### src/rtl/audio_pkg.sv
// Shared audio definitions for the pedal board, the I2S DAC transmitter and
// the ADC-side receiver: sample type and default serial-frame geometry.
package audio_pkg;

   localparam int SAMPLE_W    = 16;
   localparam int BITS_PER_CH = 32;
   localparam int BCLK_HALF   = 8;

   typedef logic signed [SAMPLE_W-1:0] sample_t;

   typedef struct packed {
      sample_t left;
      sample_t right;
   } sample_pair_t;

   // True for the channel slots that carry sample bits. Slot 0 is the
   // one-BCLK I2S delay after the word-clock edge; slots past the sample
   // width are padding.
   function automatic logic is_data_slot(input int slot, input int sample_w);
      return (slot >= 1) && (slot <= sample_w);
   endfunction

endpackage

### src/rtl/bclk_gen.sv
// Bit-clock divider: toggles AUD_BCLK every BCLK_HALF system clocks and flags
// the cycle on which BCLK is about to fall, which is when serial data moves.
module bclk_gen #(
   parameter int BCLK_HALF = audio_pkg::BCLK_HALF
) (
   input  logic Clk,
   input  logic Reset_n,
   output logic AUD_BCLK,
   output logic shift_evt
);
   import audio_pkg::*;

   localparam int CNT_W = (BCLK_HALF > 1) ? $clog2(BCLK_HALF) : 1;
   localparam logic [CNT_W-1:0] CNT_LAST = CNT_W'(BCLK_HALF - 1);

   logic [CNT_W-1:0] div_cnt;
   logic             wrap;

   assign wrap = (div_cnt == CNT_LAST);

   // shift_evt is combinational so the serializer updates on the very edge
   // where BCLK goes 1 -> 0, keeping data and BCLK edges aligned.
   assign shift_evt = wrap & AUD_BCLK;

   // Half-period counter and BCLK toggle flop.
   always_ff @(posedge Clk) begin
      if (!Reset_n) begin
         div_cnt  <= '0;
         AUD_BCLK <= 1'b0;
      end else if (wrap) begin
         div_cnt  <= '0;
         AUD_BCLK <= ~AUD_BCLK;
      end else begin
         div_cnt  <= div_cnt + 1'b1;
      end
   end

endmodule

### src/rtl/i2s_dac_tx.sv
// I2S transmitter toward the codec DAC. Accepts signed left/right sample
// pairs into a single-entry holding buffer, loads them into per-channel
// shift registers at each frame start and serializes them MSB-first with
// the standard one-BCLK delay after the LRCK edge. An empty buffer at frame
// start plays silence and raises a one-cycle Underrun pulse.
module i2s_dac_tx #(
   parameter int SAMPLE_W    = audio_pkg::SAMPLE_W,
   parameter int BITS_PER_CH = audio_pkg::BITS_PER_CH,
   parameter int BCLK_HALF   = audio_pkg::BCLK_HALF
) (
   input  logic                Clk,
   input  logic                Reset_n,
   input  logic [SAMPLE_W-1:0] Left_in,
   input  logic [SAMPLE_W-1:0] Right_in,
   input  logic                Sample_valid,
   output logic                Sample_ready,
   output logic                AUD_BCLK,
   output logic                AUD_DACLRCK,
   output logic                AUD_DACDAT,
   output logic                Underrun
);
   import audio_pkg::*;

   localparam int B_W = $clog2(2 * BITS_PER_CH);
   localparam logic [B_W-1:0] B_LAST = B_W'(2 * BITS_PER_CH - 1);
   localparam logic [B_W-1:0] B_HALF = B_W'(BITS_PER_CH);

   logic                       shift_evt;
   logic [B_W-1:0]             bit_cnt;
   logic [B_W-1:0]             bit_cnt_nxt;
   logic [B_W-1:0]             slot_nxt;
   logic                       right_nxt;
   logic                       frame_start;
   logic                       data_slot;
   logic                       accept;

   logic signed [SAMPLE_W-1:0] hold_left;
   logic signed [SAMPLE_W-1:0] hold_right;
   logic signed [SAMPLE_W-1:0] left_sr;
   logic signed [SAMPLE_W-1:0] right_sr;

   bclk_gen #(
      .BCLK_HALF (BCLK_HALF)
   ) u_bclk_gen (
      .Clk       (Clk),
      .Reset_n   (Reset_n),
      .AUD_BCLK  (AUD_BCLK),
      .shift_evt (shift_evt)
   );

   // Sample_ready doubles as the holding-buffer empty flag.
   assign accept = Sample_valid & Sample_ready;

   // Position of the slot that begins at the next shift event.
   always_comb begin
      bit_cnt_nxt = (bit_cnt == B_LAST) ? '0 : bit_cnt + 1'b1;
      frame_start = shift_evt && (bit_cnt == B_LAST);
      right_nxt   = (bit_cnt_nxt >= B_HALF);
      slot_nxt    = right_nxt ? (bit_cnt_nxt - B_HALF) : bit_cnt_nxt;
      data_slot   = is_data_slot(int'(slot_nxt), SAMPLE_W);
   end

   // Holding-buffer occupancy. An accept on the frame-start cycle wins over
   // the drain because the buffer was empty then: that pair waits a frame.
   always_ff @(posedge Clk) begin
      if (!Reset_n) begin
         Sample_ready <= 1'b1;
      end else if (accept) begin
         Sample_ready <= 1'b0;
      end else if (frame_start) begin
         Sample_ready <= 1'b1;
      end
   end

   // Holding-buffer data; qualified by Sample_ready, so no reset needed.
   always_ff @(posedge Clk) begin
      if (accept) begin
         hold_left  <= Left_in;
         hold_right <= Right_in;
      end
   end

   // Slot counter, word clock, shift registers and serial data output.
   always_ff @(posedge Clk) begin
      if (!Reset_n) begin
         bit_cnt     <= B_LAST;
         AUD_DACLRCK <= 1'b0;
         AUD_DACDAT  <= 1'b0;
         Underrun    <= 1'b0;
         left_sr     <= '0;
         right_sr    <= '0;
      end else begin
         Underrun <= frame_start & Sample_ready;
         if (shift_evt) begin
            bit_cnt     <= bit_cnt_nxt;
            AUD_DACLRCK <= right_nxt;
            if (frame_start) begin
               AUD_DACDAT <= 1'b0;
               if (!Sample_ready) begin
                  left_sr  <= hold_left;
                  right_sr <= hold_right;
               end else begin
                  left_sr  <= '0;
                  right_sr <= '0;
               end
            end else if (data_slot) begin
               if (right_nxt) begin
                  AUD_DACDAT <= right_sr[SAMPLE_W-1];
                  right_sr   <= {right_sr[SAMPLE_W-2:0], 1'b0};
               end else begin
                  AUD_DACDAT <= left_sr[SAMPLE_W-1];
                  left_sr    <= {left_sr[SAMPLE_W-2:0], 1'b0};
               end
            end else begin
               AUD_DACDAT <= 1'b0;
            end
         end
      end
   end

endmodule

### config.mk
export PLATFORM = sky130hd
export DESIGN_NAME = i2s_dac_tx
export DESIGN_NICKNAME = d
export VERILOG_FILES = /design/src/rtl/audio_pkg.sv /design/src/rtl/bclk_gen.sv /design/src/rtl/i2s_dac_tx.sv
export SDC_FILE = /design/constraint.sdc
export NUM_CORES = 1
export LEC_CHECK = 0
export ABC_AREA = 1
export CORE_MARGIN = 2
export CORE_UTILIZATION = 50
export DETAILED_ROUTE_END_ITERATION = 16
export PLACE_DENSITY = 0.7
export SLEW_MARGIN = 40
export SYNTH_ARGS = -nofsm -noshare
export SYNTH_HDL_FRONTEND = slang
export SYNTH_SLANG_ARGS = --single-unit
### constraint.sdc
create_clock -name Clk -period 2.3 [get_ports Clk]
set_input_delay 0.345 -clock Clk [delete_from_list [all_inputs] [get_ports Clk]]
set_output_delay 0.345 -clock Clk [all_outputs]
set_load 0.02 [all_outputs]
Yosys cells after proc, flatten, opt, wreduce, memory -nomap -nowiden
Index checks and enable logic that the tools add are counted.
- register bits: 78
- input port bits: 35
- output and inout bits: 5
- logic and storage cells: 48
- $add $sub $neg: 3
- order comparisons: 3
- eq/ne operators: 3
- muxes and demuxes: 15
- bitwise gates (word level): 5
- reductions and logical operators: 8
- operators by type and width (kind ; number):
    $mux 16 ; 8
    $mux 6 ; 2
    $add 6x1->6 const B ; 1
    $eq 6x6->1 const B ; 1
    $ge 6x1->1 const B ; 1
    $ge 6x6->1 const B ; 1
    $le 6x5->1 const B ; 1
    $reduce_and 3->1 ; 2
    $reduce_bool 2->1 ; 3
    $sub 6x6->6 const B ; 1
    $mux 1 ; 5
    $add 3x1->3 const B ; 1
    $and 1x1->1 ; 3
    $eq 3x3->1 const B ; 1
    $logic_and 1x1->1 ; 2
    $ne 2x1->1 const B ; 1
    $not 1->1 ; 2
    $reduce_or 2->1 ; 1

Longest topological paths before layout
- word-level depth: 8
- mapped depth: 14
- depth with buffers taken out: 13

Hierarchy
A second synthesis with hierarchy kept.
- cells, all modules: 414
- area total of the unflattened synthesis: 3598.5 um2
- modules (own cells, without submodules) (module ; instances ; cells each ; area an instance (um2) ; seq. area each (um2)):
    i2s_dac_tx ; 1 ; 396 ; 3443.3 ; 1801.7
    bclk_gen ; 1 ; 18 ; 155.1 ; 80.1

Worst setup path before layout
Ideal clock, no wire load.
- path kind: flip-flop to flip-flop
- start: reg u_bclk_gen.div_cnt[0]
- end: reg right_sr[10]
- setup time: 0.064 ns
- data arrival time: 1.734 ns
- required time: 2.236 ns
- setup slack: 0.502 ns
- stages on the path, launching flop included: 13
- path buffers: 1
- period minus slack after synthesis: 1.798 ns
- cells stage by stage: dfxtp_1 -> ha_1 -> ha_1 -> nand2_2 -> inv_1 -> nand3_4 -> clkbuf_1 -> nand2_1 -> nand2_1 -> inv_1 -> nand2_1 -> nand2_1 -> nor2_1
- word-level cells in the longest chain between the ends: 5
- elaborated cells between the ends (all ways): 7
- classes of those cells: 1 x eq/ne; 1 x mux; 1 x bitwise; 4 x reduce/logical
- RTL lines (what ; line ; RTL):
    start, declared ; bclk_gen.sv:16 ; logic [CNT_W-1:0] div_cnt;
    start signal, assigned ; bclk_gen.sv:34 ; div_cnt <= div_cnt + 1'b1;
    $eq 3x3->1 (*) ; bclk_gen.sv:19 ; assign wrap = (div_cnt == CNT_LAST);
    $and 1x1->1 (*) ; bclk_gen.sv:23 ; assign shift_evt = wrap & AUD_BCLK;
    $logic_and 1x1->1 ; i2s_dac_tx.sv:57 ; frame_start = shift_evt && (bit_cnt == B_LAST);
    $reduce_bool 2->1 (no line) ; - ;
    $reduce_and 3->1 (no line) ; - ;
    end signal, assigned ; i2s_dac_tx.sv:101 ; right_sr <= hold_right;
    end signal, assigned ; i2s_dac_tx.sv:109 ; right_sr <= {right_sr[SAMPLE_W-2:0], 1'b0};
    end, declared ; i2s_dac_tx.sv:40 ; logic signed [SAMPLE_W-1:0] right_sr;
Every way passes the cells marked *; elsewhere a longest branch is shown, timed or not.
A chain may end at the register's enable or synchronous reset.

Worst setup path after layout
- start: reg bit_cnt[0]
- end: reg right_sr[1]
- word-level cells in the longest chain between the ends: 8
- elaborated cells between the ends (all ways): 14
- classes of those cells: 2 x add/sub; 3 x order compare; 1 x eq/ne; 3 x mux; 5 x reduce/logical
- RTL lines (what ; line ; RTL):
    start, declared ; i2s_dac_tx.sv:29 ; logic [B_W-1:0] bit_cnt;
    start signal, assigned ; i2s_dac_tx.sv:95 ; bit_cnt <= bit_cnt_nxt;
    $add 6x1->6 or $eq 6x6->1 (tied branches) ; i2s_dac_tx.sv:56, i2s_dac_tx.sv:57 ;
    $mux 6 ; i2s_dac_tx.sv:56 ; bit_cnt_nxt = (bit_cnt == B_LAST) ? '0 : bit_cnt + 1'b1;
    $sub 6x6->6 or $ge 6x6->1 (tied branches) ; i2s_dac_tx.sv:59, i2s_dac_tx.sv:58 ;
    $mux 6 ; i2s_dac_tx.sv:59 ; slot_nxt = right_nxt ? (bit_cnt_nxt - B_HALF) : bit_cnt_nxt;
    $ge 6x1->1 or $le 6x5->1 (tied branches) ; audio_pkg.sv:20 ; return (slot >= 1) && (slot <= sample_w);
    $logic_and 1x1->1 ; audio_pkg.sv:20 ;
    $reduce_bool 2->1 (no line) ; - ;
    $reduce_and 3->1 (no line) ; - ;
Several ways; a longest one is shown, not always the timed one.

==> impl_results.md <==
* Syn Nets at 416
* CTS tree: yes
* # fillers at 545
* Mean post-synth cell area at about 8.9 sq um
* Row count at 29
* Cts repair resizes at 0
* Reg2reg end: right_sr[1]$_SDFFE_PN0P_
* DRT Pass-1 Iters at 4
* Crit path max fanout at 31
* Via/cell ratio at 4.892
* Slew headroom at 68.88%
* Antenna viol nets, final at 0
* Startpoint types: flop
* CP Class: flop to flop
* Reg clk slew, reported paths at 0.08 ns
* Flops & latches, synth at just under 80
* Post-DP HPWL at 3.968 mm
* Hold depth at 1
* Final core utilization at 62.03%
* Synth cell count leaders: 105 x nand2_1, 56 x nor2_1, 46 x dfxtp_1, 32 x edfxtp_1, 31 x inv_1
* Die height at 85.97 microns
* Worst-skew pair later-pin latency at 0.35 ns
* Fin nets at 458
* Pin count of the biggest net entering global routing at 33
* Initial antenna violation count at 0
* Req. time, crit path at roughly 2.6 ns
* DR iter-0 viols at approximately 180
* H-tree depth at 3
* DIE AREA at 7391 sq um
* Top-count cell post-synth: nand2_1
* Cells after Synth at 377
* Pleak at 1.615 nW
* Unique cell type count in the Yosys netlist at 31
* Postcts setup bufs at 0
* Global route overflow at 0
* Register area share after synthesis at 56.01%
* Global-route wire length before repair at 9.936 mm
* Worst Hold Endpoint: u_bclk_gen.div_cnt[0]$_SDFF_PP0_
* Run status: completed
* Setup tns final at 0 ns
* Dominant synthesized flop cell: dfxtp_1
* R2R setup slack at 0.30 ns
* Share of cells above drive strength 1 at 12.74%
* Worst Skew at about 0.0091 ns
* Max frequency at roughly 500 MHz
* Crit path DAT at 2.29 ns
* Worst r2r path cells at 12
* Reg-to-Reg Start: bit_cnt[0]$_SDFFE_PN1P_
* Crit. End Element: flop
* Initial Utilization at a little over half
* Finish-stage setup viols at 0
* Final Wtd Congestion at 0.7925
* Layout area overhead at 18.58%
* Post-Route WL at 5.989 mm
* Hold-fix buffers at CTS at 0
* Clock sinks at 78
* Top cells by area, synth: edfxtp_1 29%, dfxtp_1 27%, nand2_1 12%
* Yosys warning count at 0
* RSZ-0062 raised after global routing: no
* Die Wd at about 86 microns
* Hold Crit Class: flop to flop
* VDD IR-drop max at ~380 uV
* Final period demand of the worst path at around 2 ns
* Number of global-route vias before repair at 2137
* P per Cell Area at ~630 nW/um^2
* Hold path start: u_bclk_gen.div_cnt[0]$_SDFF_PP0_
* Post-synth ARST share at 0%
* Endpoints failing hold at 0
* # IOs at 40
* # Max-Cap Violations at 0
* Routed via count at 2451
* CTS Buf Count at 9
* CTS Root Cell: clkbuf_8
* Core Region at 6422 sq um
* GRT Overall Usage at roughly 17%
* Clk buf depth at 2
* Worst-Margin Slew at around 0.47 ns
* Max-slew violation count at 0
* Wire per inst at 11.95 microns
* Syn Std Cell Area at 3359 sq um
* Area leader, netlist: edfxtp_1
* # port buffers at 39
* Number of enable flip-flop cells after synthesis at 32
* Antenna cell count at 0
* Drt drc at 0
* Top cell type's share of synthesized area at roughly 29%
* Final worst-path cycle share at 86.99%
## how the worst max path moves through the flow
stage                                           startpoint                   endpoint  slack [ns]  depth (start not counted)
final                              bit_cnt[0]$_SDFFE_PN1P_   right_sr[1]$_SDFFE_PN0P_        0.30                         12
after global routing               bit_cnt[0]$_SDFFE_PN1P_    left_sr[1]$_SDFFE_PN0P_        0.04                         11
after CTS                          bit_cnt[0]$_SDFFE_PN1P_   right_sr[1]$_SDFFE_PN0P_        0.30                         12
after detailed placement           bit_cnt[0]$_SDFFE_PN1P_   right_sr[1]$_SDFFE_PN0P_        0.32                         12
after global placement             bit_cnt[0]$_SDFFE_PN1P_   left_sr[15]$_SDFFE_PN0P_        0.37                         11
after floorplan           u_bclk_gen.div_cnt[0]$_SDFF_PP0_  right_sr[10]$_SDFFE_PN0P_        0.50                         12
## kinds of logic (layout without fill, tap and decap cells)
family                   count (synthesis)  count (layout)  share of synthesized area, %
adder cells (fa/ha/maj)                  4               4                         1.490
flip-flops                              78              78                         56.01
AND/OR/NAND/NOR                        216             216                         29.83
buffers and inverters                   48              95                         6.480
AO/OA/AOI/OAI                           31              31                         6.183
## state kept, by name, indices dropped and copies added, names as in the netlist
register / count
AUD_DACLRCK: 1
u_bclk_gen.div_cnt: 3
right_sr: 16
Sample_ready: 1
Underrun: 1
bit_cnt: 6
u_bclk_gen.AUD_BCLK: 1
left_sr: 16
hold_right: 16
AUD_DACDAT: 1
hold_left: 16
## cells in the final DEF, fill, tap and decap left out, types with 2 or more instances in the layout
cell	instances
a21oi_1	7
a22oi_1	16
buf_4	6
clkbuf_8	9
clkdlybuf4s50_1	39
clkinv_2	3
clkinvlp_4	2
dfxtp_1	46
edfxtp_1	32
ha_1	4
inv_1	31
inv_2	2
nand2_1	105
nand2_2	7
nand2_4	2
nand3_1	20
nand3_2	2
nand3_4	2
nand3b_1	2
nand4_1	2
nor2_1	56
nor2_2	12
nor2_4	2
o21ai_0	4
## cell type report
class | count | area, sq um | share of cell area, %
clock inverters | 6 | 38.79 | 0.9736
flip-flops and latches | 78 | 1882 | 47.24
inverters | 33 | 123.9 | 3.109
well taps | 77 | 96.34 | 2.418
clock buffers | 10 | 127.6 | 3.204
multi-input cells | 251 | 1260 | 31.63
repair buffers | 46 | 455.4 | 11.43
## per-stage QoR
step	power [mW]	hold slack, ns	instances	cell area (sq um)	setup WS (ns)
after floorplan	1.566	0.3969	377	3359	0.5018
final	2.495	0.4268	501	3984	0.2992
after global placement	1.644	0.4040	485	3817	0.3653
after detailed placement	1.646	0.4095	485	3817	0.3222
after CTS	2.516	0.4221	501	3984	0.3015
after global routing	2.587	0.4407	501	3984	0.04335
## critical path, stage by stage (launching register included)
cell and delay [ns]:
dfxtp_1 0.42, ha_1 0.26, nand2_2 0.10, nor2_4 0.15, nand3_4 0.25, nor2_4 0.20
buf_12 0.20, nand2_1 0.08, nand2_1 0.06, inv_1 0.03, nand2_1 0.06, nand2_1 0.05
nor2_1 0.08
## power breakdown
part           leakage [nW]  total (mW)  switching [mW]  internal (mW)
Clock                0.0820       0.883           0.495          0.388
Combinational         0.857       0.116          0.0502         0.0661
Sequential            0.676        1.50          0.0142           1.48
## layer usage
metal  routed length [microns]  share of wire (%)  track usage [%]  up-vias
met4                        95                1.6            7.504        0
li1                          -                  -                -     1295
met3                       227                3.8            4.620       10
met5                         0                  0                0        -
met1                      2835                 47            23.45     1103
met2                      2829                 47            26.07       43
Note: power is estimated with default switching activity, not from simulation.
